[config.mk]
export PLATFORM = sky130hd
export DESIGN_NAME = div_ratio_ctrl
export DESIGN_NICKNAME = d
export VERILOG_FILES = /design/src/rtl/div_pkg.sv /design/src/rtl/div_cnt_core.sv /design/src/rtl/div_ratio_ctrl.sv
export SDC_FILE = /design/constraint.sdc
export NUM_CORES = 1
export LEC_CHECK = 0
export BUFFER_PORTS_ARGS = -buffer_cell sky130_fd_sc_hd__buf_4
export CAP_MARGIN = 20
export CORE_UTILIZATION = 55
export DETAILED_ROUTE_END_ITERATION = 7
export PLACE_DENSITY = 0.73
export SLEW_MARGIN = 20
export SYNTH_ARGS = -nofsm -noshare
export SYNTH_HDL_FRONTEND = slang
export SYNTH_HIERARCHICAL = 1
export SYNTH_SLANG_ARGS = --single-unit
[constraint.sdc]
create_clock -name clk -period 6.7 [get_ports clk]
set_input_delay 0.67 -clock clk [delete_from_list [all_inputs] [get_ports clk]]
set_output_delay 0.67 -clock clk [all_outputs]
set_load 0.1 [all_outputs]
[src/rtl/div_pkg.sv]
// ============================================================================
//  Module      : div_pkg
//  Description : Shared types and constants for the run-time clock divider
//                controller (FSM state encoding, minimum legal ratio).
//  Revision    : 1.0  initial release
// ============================================================================
`default_nettype none

package div_pkg;

  // Controller states.
  //   IDLE : divider stopped, outputs low, ratio may be loaded directly
  //   RUN  : dividing with the active ratio, no ratio waiting
  //   PEND : dividing, a new ratio waits for the next period boundary
  //   STOP : enable dropped, finishing the current period before idling
  typedef enum logic [1:0] {
    IDLE = 2'd0,
    RUN  = 2'd1,
    PEND = 2'd2,
    STOP = 2'd3
  } div_state_e;

  // Smallest ratio that yields a real divided clock.
  localparam int unsigned MIN_DIV = 2;

endpackage : div_pkg

`default_nettype wire

[src/rtl/div_cnt_core.sv]
// ============================================================================
//  Module      : div_cnt_core
//  Description : Period counter of the clock divider. Counts 0..ratio-1 and
//                produces the registered divided clock and period tick.
//                div_out/tick are loaded from the next counter value so they
//                line up with the counter.
//  Ports       : clk, reset       - system clock, sync active-high reset
//                restart          - force counter to 0 and start a period
//                clear            - force counter to 0 with outputs low
//                ratio_cur        - ratio of the period in progress
//                ratio_next       - ratio in effect from the next cycle on
//                wrap             - counter is on the last cycle of a period
//                div_out, tick    - divided clock, first-cycle-of-period pulse
//  Revision    : 1.0  initial release
// ============================================================================
`default_nettype none

module div_cnt_core #(
  parameter int CNT_W = 11
) (
  input  logic             clk,
  input  logic             reset,
  input  logic             restart,
  input  logic             clear,
  input  logic [CNT_W-1:0] ratio_cur,
  input  logic [CNT_W-1:0] ratio_next,
  output logic             wrap,
  output logic             div_out,
  output logic             tick
);

  localparam logic [CNT_W-1:0] C_ONE      = CNT_W'(1);
  localparam logic [CNT_W:0]   C_ONE_WIDE = (CNT_W + 1)'(1);

  logic [CNT_W-1:0] cnt_q, cnt_d;
  logic             div_out_q, div_out_d;
  logic             tick_q, tick_d;
  logic [CNT_W:0]   half_next;

  always_comb begin
    wrap      = (cnt_q == ratio_cur - C_ONE);
    // High phase length H = ceil(ratio/2); one extra bit keeps the +1 exact.
    half_next = ({1'b0, ratio_next} + C_ONE_WIDE) >> 1;

    cnt_d = cnt_q + C_ONE;
    if (clear || restart || wrap) begin
      cnt_d = '0;
    end

    div_out_d = !clear && ({1'b0, cnt_d} < half_next);
    tick_d    = !clear && (cnt_d == '0);
  end

  always_ff @(posedge clk) begin
    if (reset) begin
      cnt_q     <= '0;
      div_out_q <= 1'b0;
      tick_q    <= 1'b0;
    end else begin
      cnt_q     <= cnt_d;
      div_out_q <= div_out_d;
      tick_q    <= tick_d;
    end
  end

  assign div_out = div_out_q;
  assign tick    = tick_q;

endmodule : div_cnt_core

`default_nettype wire

[src/rtl/div_ratio_ctrl.sv]
// ============================================================================
//  Module      : div_ratio_ctrl
//  Description : Run-time controller for the counter-based clock divider.
//                Holds the active ratio, accepts new ratios over valid/ready
//                and applies them only at a period boundary so div_out never
//                produces a runt pulse.
//  Ports       : clk, reset   - system clock, sync active-high reset
//                enable       - run divider / stop at next period boundary
//                cfg_valid    - new ratio offered
//                cfg_div      - requested ratio (legal: >= 2)
//                cfg_ready    - ratio can be accepted this cycle
//                cfg_err      - one-cycle pulse: accepted ratio was illegal
//                div_out      - divided clock (registered)
//                tick         - one-cycle pulse at the start of each period
//                busy         - controller is not idle
//  Revision    : 1.0  initial release
// ============================================================================
`default_nettype none

module div_ratio_ctrl
  import div_pkg::*;
#(
  parameter int CNT_W       = 11,
  parameter int DEFAULT_DIV = 2
) (
  input  logic             clk,
  input  logic             reset,
  input  logic             enable,
  input  logic             cfg_valid,
  input  logic [CNT_W-1:0] cfg_div,
  output logic             cfg_ready,
  output logic             cfg_err,
  output logic             div_out,
  output logic             tick,
  output logic             busy
);

  localparam logic [CNT_W-1:0] C_DEF_RATIO = CNT_W'(DEFAULT_DIV);
  localparam logic [CNT_W-1:0] C_MIN_RATIO = CNT_W'(MIN_DIV);

  div_state_e       state_q, state_d;
  logic [CNT_W-1:0] active_q, active_d;
  logic [CNT_W-1:0] pending_q, pending_d;
  logic             pend_vld_q, pend_vld_d;
  logic             cfg_err_q, cfg_err_d;

  logic             xfer;
  logic             take;
  logic             wrap;
  logic             restart;
  logic             clear;

  always_comb begin
    state_d    = state_q;
    active_d   = active_q;
    pending_d  = pending_q;
    pend_vld_d = pend_vld_q;
    restart    = 1'b0;
    clear      = 1'b0;

    cfg_ready  = (state_q == IDLE) || (state_q == RUN);
    xfer       = cfg_valid && cfg_ready;
    take       = xfer && (cfg_div >= C_MIN_RATIO);
    cfg_err_d  = xfer && !take;

    case (state_q)
      IDLE: begin
        if (take) begin
          active_d = cfg_div;
        end
        if (enable) begin
          restart = 1'b1;
          state_d = RUN;
        end else begin
          clear = 1'b1;
        end
      end

      default: begin
        // RUN, PEND and STOP all keep counting; they differ only in whether a
        // ratio is waiting (pend_vld_q) and whether enable is still high.
        if (take) begin
          pending_d  = cfg_div;
          pend_vld_d = 1'b1;
        end

        if (wrap) begin
          // Period boundary: a waiting ratio becomes active now. A ratio
          // accepted on this very cycle (only possible from RUN, where nothing
          // was waiting) waits for the following boundary.
          if (pend_vld_q) begin
            active_d = pending_q;
          end
          pend_vld_d = take;

          if (!enable) begin
            // Stopping: nothing more to wait for, so a ratio taken on the
            // final edge is applied directly.
            clear      = 1'b1;
            state_d    = IDLE;
            pend_vld_d = 1'b0;
            if (take) begin
              active_d = cfg_div;
            end
          end else begin
            state_d = take ? PEND : RUN;
          end
        end else if (!enable) begin
          state_d = STOP;
        end else begin
          state_d = pend_vld_d ? PEND : RUN;
        end
      end
    endcase
  end

  always_ff @(posedge clk) begin
    if (reset) begin
      state_q    <= IDLE;
      active_q   <= C_DEF_RATIO;
      pending_q  <= '0;
      pend_vld_q <= 1'b0;
      cfg_err_q  <= 1'b0;
    end else begin
      state_q    <= state_d;
      active_q   <= active_d;
      pending_q  <= pending_d;
      pend_vld_q <= pend_vld_d;
      cfg_err_q  <= cfg_err_d;
    end
  end

  div_cnt_core #(
    .CNT_W (CNT_W)
  ) u_cnt (
    .clk        (clk),
    .reset      (reset),
    .restart    (restart),
    .clear      (clear),
    .ratio_cur  (active_q),
    .ratio_next (active_d),
    .wrap       (wrap),
    .div_out    (div_out),
    .tick       (tick)
  );

  assign cfg_err = cfg_err_q;
  assign busy    = (state_q != IDLE);

endmodule : div_ratio_ctrl

`default_nettype wire

==> results.cfg <==
[placement]
place.gp.congestion = 0.955
portBuffers = 19
place_area_um2 = 3260
dp_hpwl_um = 5920

[floorplan]
io_pins = 20
die_y_um = 77.2
initial_core_util = 0.569
die_w_um = 77.2
num_rows = 27
core_region_area_um2 = 5470
die-area_um2 = 5970

[timing]
finalMaxSlewViolations = 0
tightest_slew_ns = 1.07
report.final.hold_viol_count = 0
rsz0062_at_grt = false
relSlewSlack = 0.283
setup_viol = 0
period_share = 0.818
holdWs_ns = 0.462
clock.fmax_ghz = 0.182
setup_tns_ns = 0
clock_skew_ns = 0.00883
finalWorstPathRequiredPeriod_ns = 5.48

[drt]
first_pass_iters = 5
drtIter0Drc = 258
topRoutingLayerUsed = met4
ant_nets = 0
met2_length_um = 3660
met1_length_um = 3790
postRouteWirelength_um = 7890
via_count = 2901
via_per_inst = 6.27
drc_errors = 0
dr_wl_met3_um = 324
avgRoutedWirePerCell_um = 17.0

[logic_synthesis]
synth-xor-area-share = 0.0956
synth_fa_ha_area_frac = 0.0522
synth_top_family_by_area = simple AND/OR/NAND/NOR gates
synthMuxAreaShare = 0.0619
ys_seq_elements = 39
async_flop_share = 0
ys_seq_area_frac = 0.251
synth_nets = 413
yosys_warnings = 6
syn-cell-area_um2 = 3110
synth_cells = 385
avgSynthCellArea_um2 = 8.09
synthFlopType = dfxtp_1
synth-compound-area-share = 0.203
yosysUniqueCellTypes = 58
synth_simple_gate_area_share = 0.288
synth_edf_count = 0

[global_routing]
track_usage = 0.272
grt_pass1_wl_um = 13000
grt-ovfl-total = 0
grt_antenna_before_repair = 0
grt_max_degree = 29
grt_pass1_vias = 2697

[outcome]
status = finished, final reports clean

[worst_setup_path]
arrival_ns = 5.67
worst_r2r_path_depth = 20
worstSetupPathType = reg -> reg
path_max_fanout = 15
start_kind = flop
endpoint_kind = flop
critPathRequiredTime_ns = 6.88

[pwr]
ir_worst_vdd_v = 0.000133
leakage_nw = 1.34
p_clk_frac = 0.251
cellPowerDensity_nw_per_um2 = 243
p_sw_mw = 0.328
seqPwrFrac = 0.349
p_int_mw = 0.495
sw_frac_of_total = 0.398
p_comb_frac = 0.400

[cts]
cts_max_level = 2
cts_root_buffer = clkbuf_8
cts_tree = built
clockBufferDepth = 2
clock-sinks = 39
cts_made_buffers = 5
clock_latency_ns = 0.29
hold_buffers = 0
postCtsSetupBuffers = 0
cts.repair.resized = 0
clk_pin_slew_worst_paths_ns = 0.09

[worst_hold_path]
whs_path_depth = 2
min_path_type = reg -> reg

[layout]
n_antenna_cell = 0
area_delta_synth_final_pct = 8.56
nets = 418
drive_above_1_share = 0.123
stdcell_area_um2 = 3380

[flow_run]
maxCapViolCount = 0
-- power groups by stage --
stage	combinational [mW]	sequential (mW)	clock, mW
after floorplan	0.253	0.292	0
after global placement	0.319	0.291	0
after detailed placement	0.324	0.292	0
after CTS	0.326	0.287	0.209
after global routing	0.363	0.291	0.220
final	0.329	0.288	0.206
-- per-layer routing --
metal	GRT usage	vias to the layer above
li1	-	1438
met1	0.379	1380
met2	0.438	70
met3	0.0298	13
met4	0.0811	0
met5	0	-
-- synthesized netlist by cell type (5+ instances only) --
cell	instances	area, um2
and3_1	9	56.3
clkbuf_1	19	71.3
o21ai_0	9	45.0
nand2_1	22	82.6
mux2i_1	17	170
xnor2_1	19	166
nor2b_1	7	43.8
nor4_1	7	43.8
inv_1	13	48.8
a31oi_1	7	43.8
ha_1	13	163
xor2_1	15	131
dfxtp_1	39	781
nand2b_1	6	37.5
nor2_1	24	90.1
a21o_1	6	45.0
and2_1	5	31.3
nand3_1	28	140
nor3_1	26	130
a21oi_1	19	95.1
-- placed cells by master (no fill, tap or decap), types with 3 or more instances in the layout --
cell      Yosys  layout
and2_1        5       5
nor2b_1       7       7
xor2_1       15      15
a211oi_1      4       4
buf_4         1      20
o21ai_0       9       9
o211ai_1      3       3
nand4_1       4       4
nor3_1       26      26
nand2_1      22      22
a21o_1        6       6
nand3_1      28      28
nor4_1        7       6
a31oi_1       7       7
clkbuf_8      0       6
mux2i_1      17      17
ha_1         13      13
inv_1        13      13
a21oi_1      19      18
o41ai_1       3       3
xnor2_1      19      19
o211a_1       4       4
dfxtp_1      39      39
nor3b_1       3       3
a311oi_1      4       4
nand2b_1      6       6
or4_1         3       3
or3_1         4       4
nor2_1       24      24
and3_1        9       9
-- registers in the layout, indices dropped and copies added, names as in the netlist --
signal         cells
active_q          11
pend_vld_q         1
u_cnt/cnt_q       11
u_cnt/tick         1
u_cnt/div_out      1
cfg_err            1
state_q            2
pending_q         11
-- kinds of logic after synthesis --
kind of cell,Yosys count
AOI/OAI and AO/OA,81
xor gates and xnor gates,34
adders and majority gates,13
buffers and inverters,35
DFF,39
muxes,19
and+or+nand+nor,164
-- worst paths after layout --
path | endpoint | slack [ns] | startpoint
worst max-delay path | u_cnt/div_out | 1.22 | active_q[3]
worst min-delay path | pending_q[1] | 0.46 | pending_q[1]
worst max register to register | u_cnt/div_out | 1.22 | active_q[3]
worst min register to register | pending_q[1] | 0.46 | pending_q[1]
-- through the flow --
stage | utilization | worst slack (ns) | power (mW) | instances
CTS | 0.617 | 1.29 | 0.822 | 463
detailed placement | 0.596 | 1.33 | 0.617 | 455
floorplan | - | 1.50 | 0.545 | 385
global placement | 0.596 | 1.42 | 0.610 | 455
global route | 0.618 | 0.865 | 0.874 | 463
finish | 0.618 | 1.22 | 0.823 | 463
-- worst max-delay path, cell delays in order, from the launching register on --
cell	delay [ns]
dfxtp_1	0.43
or4_1	0.58
or4_1	0.42
a211o_1	0.31
and3_4	0.17
nor4_2	0.26
buf_4	0.24
inv_1	0.14
o41ai_1	0.47
nand3_1	0.24
and3_1	0.26
and2_1	0.19
and4_1	0.24
nand3_1	0.10
xor2_1	0.07
ha_1	0.30
nand3_1	0.12
nor2_1	0.16
nand4_1	0.10
or4_1	0.40
o21a_1	0.18
-- layout make-up --
type	instances	area, um2
fill	500	2090
clock buffer	6	82.6
inverter	13	48.8
multi-input combinational	311	2190
tap	72	90.1
clock inverter	2	35.0
timing repair buffer	20	150
sequential	39	781
Power figures use the tool's default switching activity.
